### config.mk
export PLATFORM = sky130hd
export DESIGN_NAME = fetch_stage
export DESIGN_NICKNAME = d
export VERILOG_FILES = /design/src/rtl/fetch_stage.sv
export SDC_FILE = /design/constraint.sdc
export NUM_CORES = 1
export LEC_CHECK = 0
export CORE_MARGIN = 3
export CORE_UTILIZATION = 35
export DETAILED_ROUTE_END_ITERATION = 7
export PLACE_DENSITY = 0.68
export SLEW_MARGIN = 20
export SYNTH_ARGS = -nofsm -noshare
export SYNTH_HDL_FRONTEND = slang
export SYNTH_SLANG_ARGS = --single-unit
### constraint.sdc
create_clock -name clk -period 4.86 [get_ports clk]
set_input_delay 1.458 -clock clk [delete_from_list [all_inputs] [get_ports clk]]
set_output_delay 1.458 -clock clk [all_outputs]
set_load 0.03 [all_outputs]
### src/rtl/fetch_stage.sv
// Instruction fetch stage: PC register, next-PC selection, fault detection and the IF/ID pipeline register.
// Instruction memory sits outside and answers PCF combinationally on InstrF.
module fetch_stage #(
  parameter int unsigned              ADDRESS_WIDTH = 32,
  parameter logic [ADDRESS_WIDTH-1:0] RESET_PC      = 32'hBFC00000,
  parameter logic [ADDRESS_WIDTH-1:0] ROM_LAST      = 32'hBFC00FFF,
  parameter logic [31:0]              NOP_INSTR     = 32'h00000013
) (
  input  logic                     clk,
  input  logic                     rst,
  input  logic                     StallF,
  input  logic                     StallD,
  input  logic                     FlushD,
  input  logic                     PCSrcE,
  input  logic [ADDRESS_WIDTH-1:0] PCTargetE,
  output logic [ADDRESS_WIDTH-1:0] PCF,
  input  logic [31:0]              InstrF,
  output logic [31:0]              InstrD,
  output logic [ADDRESS_WIDTH-1:0] PCD,
  output logic [ADDRESS_WIDTH-1:0] PCPlus4D,
  output logic                     ValidD,
  output logic                     FaultF
);

  localparam logic [0:0] S_RUN   = 1'b0;
  localparam logic [0:0] S_FAULT = 1'b1;

  // Highest address at which a whole 4-byte word still fits inside the ROM.
  localparam logic [ADDRESS_WIDTH-1:0] ROM_LAST_WORD = ROM_LAST - ADDRESS_WIDTH'(3);

  typedef struct packed {
    logic [31:0]              instr;
    logic [ADDRESS_WIDTH-1:0] pc;
    logic [ADDRESS_WIDTH-1:0] pc_plus4;
    logic                     valid;
  } ifid_t;

  localparam ifid_t BUBBLE = '{instr: NOP_INSTR, pc: '0, pc_plus4: '0, valid: 1'b0};

  logic [0:0]               state, state_next;
  logic [ADDRESS_WIDTH-1:0] pc_plus4, pc_next;
  logic                     in_rom, bad_target;
  ifid_t                    ifid_q, ifid_d;

  assign pc_plus4   = PCF + ADDRESS_WIDTH'(4);
  assign in_rom     = (PCF >= RESET_PC) && (PCF <= ROM_LAST_WORD);
  assign bad_target = PCSrcE && (PCTargetE[1:0] != 2'b00);

  // A fetch from outside the ROM is never handed to decode; the PC freezes
  // on the offending address so the fault can be inspected.
  always_comb begin
    pc_next    = PCF;
    state_next = state;
    ifid_d     = ifid_q;
    if (state == S_FAULT || !in_rom) begin
      state_next = S_FAULT;
      ifid_d     = BUBBLE;
    end else begin
      if (FlushD)       ifid_d = BUBBLE;
      else if (!StallD) ifid_d = '{instr: InstrF, pc: PCF, pc_plus4: pc_plus4, valid: 1'b1};

      // A redirect wins over StallF; a misaligned target is refused and the PC holds.
      if (bad_target)   state_next = S_FAULT;
      else if (PCSrcE)  pc_next    = PCTargetE;
      else if (!StallF) pc_next    = pc_plus4;
    end
  end

  always_ff @(posedge clk or posedge rst) begin
    if (rst) begin
      PCF    <= RESET_PC;
      state  <= S_RUN;
      ifid_q <= BUBBLE;
    end else begin
      PCF    <= pc_next;
      state  <= state_next;
      ifid_q <= ifid_d;
    end
  end

  assign InstrD   = ifid_q.instr;
  assign PCD      = ifid_q.pc;
  assign PCPlus4D = ifid_q.pc_plus4;
  assign ValidD   = ifid_q.valid;
  assign FaultF   = (state == S_FAULT);

endmodule

; After elaboration in Yosys (flattened, before gate mapping)
; Cells that the tools add are included.
[op_classes]
eq_ne = 2
shifts = 0
add_sub_neg = 1
muxes = 7
n_div = 0
bitwise = 2
n_lt_le_gt_ge = 2
n_reduce_logical = 7
multipliers = 0
[ops]
columns = cell, n
row1 = $mux W97, 3
row2 = $mux W32, 2
row3 = $add A32 B3 Y32 const B, 1
row4 = $ge A32 B32 Y1 const B, 1
row5 = $le A32 B32 Y1 const B, 1
row6 = $reduce_bool A2 Y1, 2
row7 = $ne A3 B1 Y1 const B, 1
row8 = $reduce_and A3 Y1, 1
row9 = $logic_and A1 B1 Y1, 2
row10 = $mux W1, 2
row11 = $ne A2 B1 Y1 const B, 1
row12 = $not A1 Y1, 2
row13 = $logic_not A1 Y1, 1
row14 = $logic_or A1 B1 Y1, 1
[word_totals]
in_bits = 70
register_bits = 130
output_inout_bits = 130
memories = 0
wordCells = 27
romBits = 0
latchBits = 0
ram_bits = 0

; Depth between registers and ports, before layout
[logic_depth]
depth_word = 6
mapped_depth = 8
depth_no_buf = 6

; Least setup slack after synthesis
; No wires, ideal clock.
[synth_path]
kind = input port to flip-flop
start = in PCSrcE
end = reg PCF[11]
cell_stages = 7
n_path_buf = 2
required_ns = 4.735
setup_slack_ns = 1.890
arrival_ns = 2.844
setup_ns = 0.125
cell_sequence = buf_4 > or3b_1 > o21ai_2 > or4b_1 > buf_2 > o21ai_0 > o21ai_1
[synth_via]
elab_chain_cells = 3
word_cells_on_any_way = 5
cone_classes = eq/ne: 1 / mux: 1 / bitwise: 1 / reduce/logical: 2
[synth_rtl]
columns = item, line
row1 = "start, declared", 14  ; input logic PCSrcE,
row2 = "parallel branches: the longest is 3 deep, another holds $reduce_and A3 Y1", --
row3 = "end signal, assigned", 75  ; PCF <= pc_next;
row4 = "end, declared", 16  ; output logic [ADDRESS_WIDTH-1:0] PCF,
; Several ways; the timed one is not identified.
; A chain may end at the register's enable or synchronous reset.

; Worst setup path in the final report
[layout_path]
start = in FlushD
end = reg ifid_q (netlist bit PCPlus4D[17])
[layout_via]
elab_chain_cells = 2
word_cells_on_any_way = 3
cone_classes = eq/ne: 1 / mux: 2
[layout_rtl]
columns = item, line
row1 = "start, declared", 13  ; input logic FlushD,
row2 = $mux W97, 59  ; if (FlushD) ifid_d = BUBBLE;
row3 = $mux W97, 55  ; if (state == S_FAULT || !in_rom) begin
row4 = "end signal, assigned", 77  ; ifid_q <= ifid_d;
row5 = "end, declared", 43  ; ifid_t ifid_q, ifid_d;
; Parallel ways exist; a longest one is shown, timed or not.

==> qor.txt <==
======================================================================================================
Number of gates given a new drive strength after cts ....................................            0
Antenna diode instance count ............................................................            0
Critical path peak fanout ...............................................................           45
Number of DRC markers in iteration 0 ....................................................          185
Minimum clock period ....................................................................      3327 ps
Final Max Slew Viols ....................................................................            0
Endpoint of the lowest-slack register-to-register path ..................................   InstrD[12]
Clock buffer count from CTS .............................................................           17
Layout Skew .............................................................................     11.59 ps
Final Cycle Share .......................................................................       68.45%
Cell family contributing the most delay on the critical path ............................ simple AND/OR/NAND/NOR gates
Clock insertion delay at the later pin of the skew report ...............................       420 ps
Residual DRC ............................................................................            0
Port Buf Inserts ........................................................................          199
Worst hold path type .................................................................... register to register
Global-route wire length before repair ..................................................     23.08 mm
Detailed-router iteration count before antenna repair ...................................            4
Logic depth of the worst register-to-register path ......................................            6
Critical path cell sequence ............................................................. clkdlybuf4s50_1 -> or4_2 -> nor2_4 -> and2_1
Total number of yosys warnings ..........................................................            0
Crit path largest cell delay ............................................................      1130 ps
Class of the most critical setup path ................................................... primary input to register
Post-CTS setup buffer count .............................................................            0
TritonCTS clock tree ....................................................................         done
CTS root buf ............................................................................    clkbuf_16
Number of buffers on the longest clock path .............................................            2
Synth-to-layout area growth .............................................................       50.21%
Antenna violation net count after detailed routing ......................................            0
Run status .............................................................................. complete, no violations
Wire length per cell after detailed routing .............................................     16.68 um
Crit path capture ....................................................................... PCPlus4D[17]
Initial antenna violation count .........................................................            1
Worst slew margin relative to its limit .................................................       37.81%
Worst setup path startpoint .............................................................       FlushD
Vias in the first global route ..........................................................         4287
Data required time at the worst endpoint ................................................      5210 ps
Slew at the pin closest to its max-slew limit ...........................................     932.9 ps
Number of enable-type register cells in the synthesized netlist .........................            0
Arrival time at the worst endpoint ......................................................      3670 ps
Number of standard cells after synthesis ................................................          482
Setup repair after global routing missed its margin .....................................           no
Leakage power summed over all cells .....................................................     3.494 nW
Slowest cell on the critical path .......................................................        or4_2
Post-synthesis net count ................................................................          554
Type of element capturing the critical path .............................................     register
Height of the chip ......................................................................     129.9 um
Worst voltage drop across the vdd grid ..................................................  0.0002463 V
Launching point of the worst reg2reg path ...............................................       PCF[2]
Area of the die .........................................................................  16870 sq um
Detail-routed via count per cell ........................................................        4.924
Number of logic stages on the critical path including buffering .........................            4
Synthesized area ........................................................................   5370 sq um
Nets@finish .............................................................................          744
Half-perimeter wire length of the detailed placement result .............................     10.30 mm
Sequential cell area fraction in the yosys report .......................................       59.93%
Fraction of registers with async set or reset after synthesis ...........................       100.0%
Core Box Area ...........................................................................  14750 sq um
Dominant synthesized flop cell ..........................................................      dfrtp_1
Number of rows created at floorplan .....................................................           44
Total buffers and inverters traversed by the critical path ..............................            1
Final hold slack ........................................................................     463.0 ps
Launching element type of the critical path ............................................. primary input
Highest clock frequency the design can meet .............................................    300.6 MHz
Maximum number of pins on one net before global-route repair ............................           76
Global routing usage summed across all routing layers ...................................       17.59%
Post-CTS Hold Buffers ...................................................................            0
Clock transition at the register clock pins on the worst setup and hold paths after CTS .        60 ps
Slack of the worst reg-to-reg path ......................................................      1760 ps
Top library cells by usage in the layout, fill and taps aside ........................... clkdlybuf4s50_1 (198), dfrtp_1 (116), nor2_1 (69)
Initial cell density of the core ........................................................       36.40%
Commonest non-fill, non-tap cell in the layout .......................................... clkdlybuf4s50_1
Count of endpoints failing hold in the final timing report ..............................            0
Finish-stage setup viols ................................................................            0
Final sum of negative setup slack .......................................................         0 ps
Number of synthesized register bits .....................................................          128
Average footprint of a synthesized cell .................................................  11.14 sq um
Yosys cell types ........................................................................           48
Gpl congestion ..........................................................................       0.8534
H-tree levels ...........................................................................            4
Max capacitance violation total .........................................................            0
Total gr overflow .......................................................................            0
Die width ...............................................................................     129.9 um
Areal power density over the cells ...................................................... 308.3 nW/um^2
I/O pin cnt .............................................................................          200
Number of sinks on the clock net ........................................................          128
Fraction of final layout cells sized beyond drive strength 1 ............................       8.480%
Total via count in the routed design ....................................................         4274
Total wirelength of the detailed-routed design ..........................................     14.48 mm
======================================================================================================
## how the worst min path moves through the flow
| stage | to | cells past startpoint | from |
|---|---|---|---|
| after global placement | PCF[31] | 1 | PCF[31] |
| after floorplan | PCF[31] | 1 | PCF[31] |
| final | PCF[31] | 1 | PCF[31] |
| after CTS | PCF[31] | 1 | PCF[31] |
| after global routing | PCF[23] | 1 | PCF[23] |
| after detailed placement | PCF[29] | 1 | PCF[29] |
## synthesized netlist by cell type, types with 2 or more instances
cell type,number,area (sq um)
dfrtp_1,116,2903
nor2_1,69,259.0
mux2i_1,49,490.5
a21oi_1,32,160.2
inv_1,28,105.1
and2_1,22,137.6
nand2_1,15,56.30
buf_2,14,70.07
clkbuf_1,13,48.80
dfstp_2,12,315.3
a22oi_1,8,60.06
o21ai_0,8,40.04
o21ai_1,8,40.04
o21bai_1,8,60.06
o31a_1,7,61.31
nand3_1,6,30.03
and3_1,5,31.28
nor4_1,5,31.28
xnor2_1,5,43.79
a32oi_1,4,35.03
nand4_1,4,25.02
xor2_1,4,35.03
buf_4,3,22.52
nor3_1,3,15.01
o21a_1,3,22.52
a21o_1,2,15.01
a31oi_1,2,12.51
and4_1,2,17.52
buf_6,2,22.52
ha_1,2,25.02
nor2b_1,2,12.51
nor3b_1,2,15.01
o21ai_2,2,17.52
## metal layers
metal  part of all wire (%)  track usage, %  wire [um]
met5                  0.062               0          9
met4                    1.7           6.174        242
met3                    7.5           5.894       1079
met2                     46           27.33       6659
met1                     45           23.16       6490
## sequential cells by signal, summed over array words and instances (netlist names)
name      cells
PCD          32
ValidD        1
PCF          32
InstrD       32
PCPlus4D     30
FaultF        1
## through the flow
step | power (mW) | area [sq um] | util (%) | setup slack (ps) | instances
finish | 2.487 | 8066 | 54.67 | 1533 | 868
global route | 2.576 | 8066 | 54.67 | 1384 | 868
CTS | 2.518 | 8066 | 54.67 | 1492 | 868
detailed placement | 1.229 | 7472 | 50.64 | 1054 | 837
global placement | 1.226 | 7472 | 50.64 | 1172 | 837
floorplan | 1.154 | 5370 | - | 9.219 | 482
## kinds of logic (layout without fill, tap and decap cells)
| logic type | after synthesis | after routing | synth area share (%) |
|---|---|---|---|
| AO/OA/AOI/OAI | 87 | 87 | 10.25 |
| adder cells (fa/ha/maj) | 2 | 2 | 0.4659 |
| flip-flops | 128 | 128 | 59.93 |
| XOR/XNOR | 9 | 9 | 1.468 |
| buffers and inverters | 61 | 263 | 5.079 |
| AND/OR/NAND/NOR | 145 | 145 | 13.47 |
| multiplexers | 50 | 50 | 9.343 |
## cell type report
type                       count  area, sq um
fill                        1273         6688
sequential                   128         3218
clock buffer                  18        429.2
tap                          184        230.2
inverter                      29        111.4
multi-input combinational    293         1881
clock inverter                13        165.2
timing repair buffer         203         2032
## report_power, final
group	switching [mW]	internal, mW	total, mW
logic	0.0649	0.0743	0.139
registers	0.00186	1.07	1.07
clock network	0.474	0.804	1.28
No activity file was read; power rests on OpenSTA's default activity.
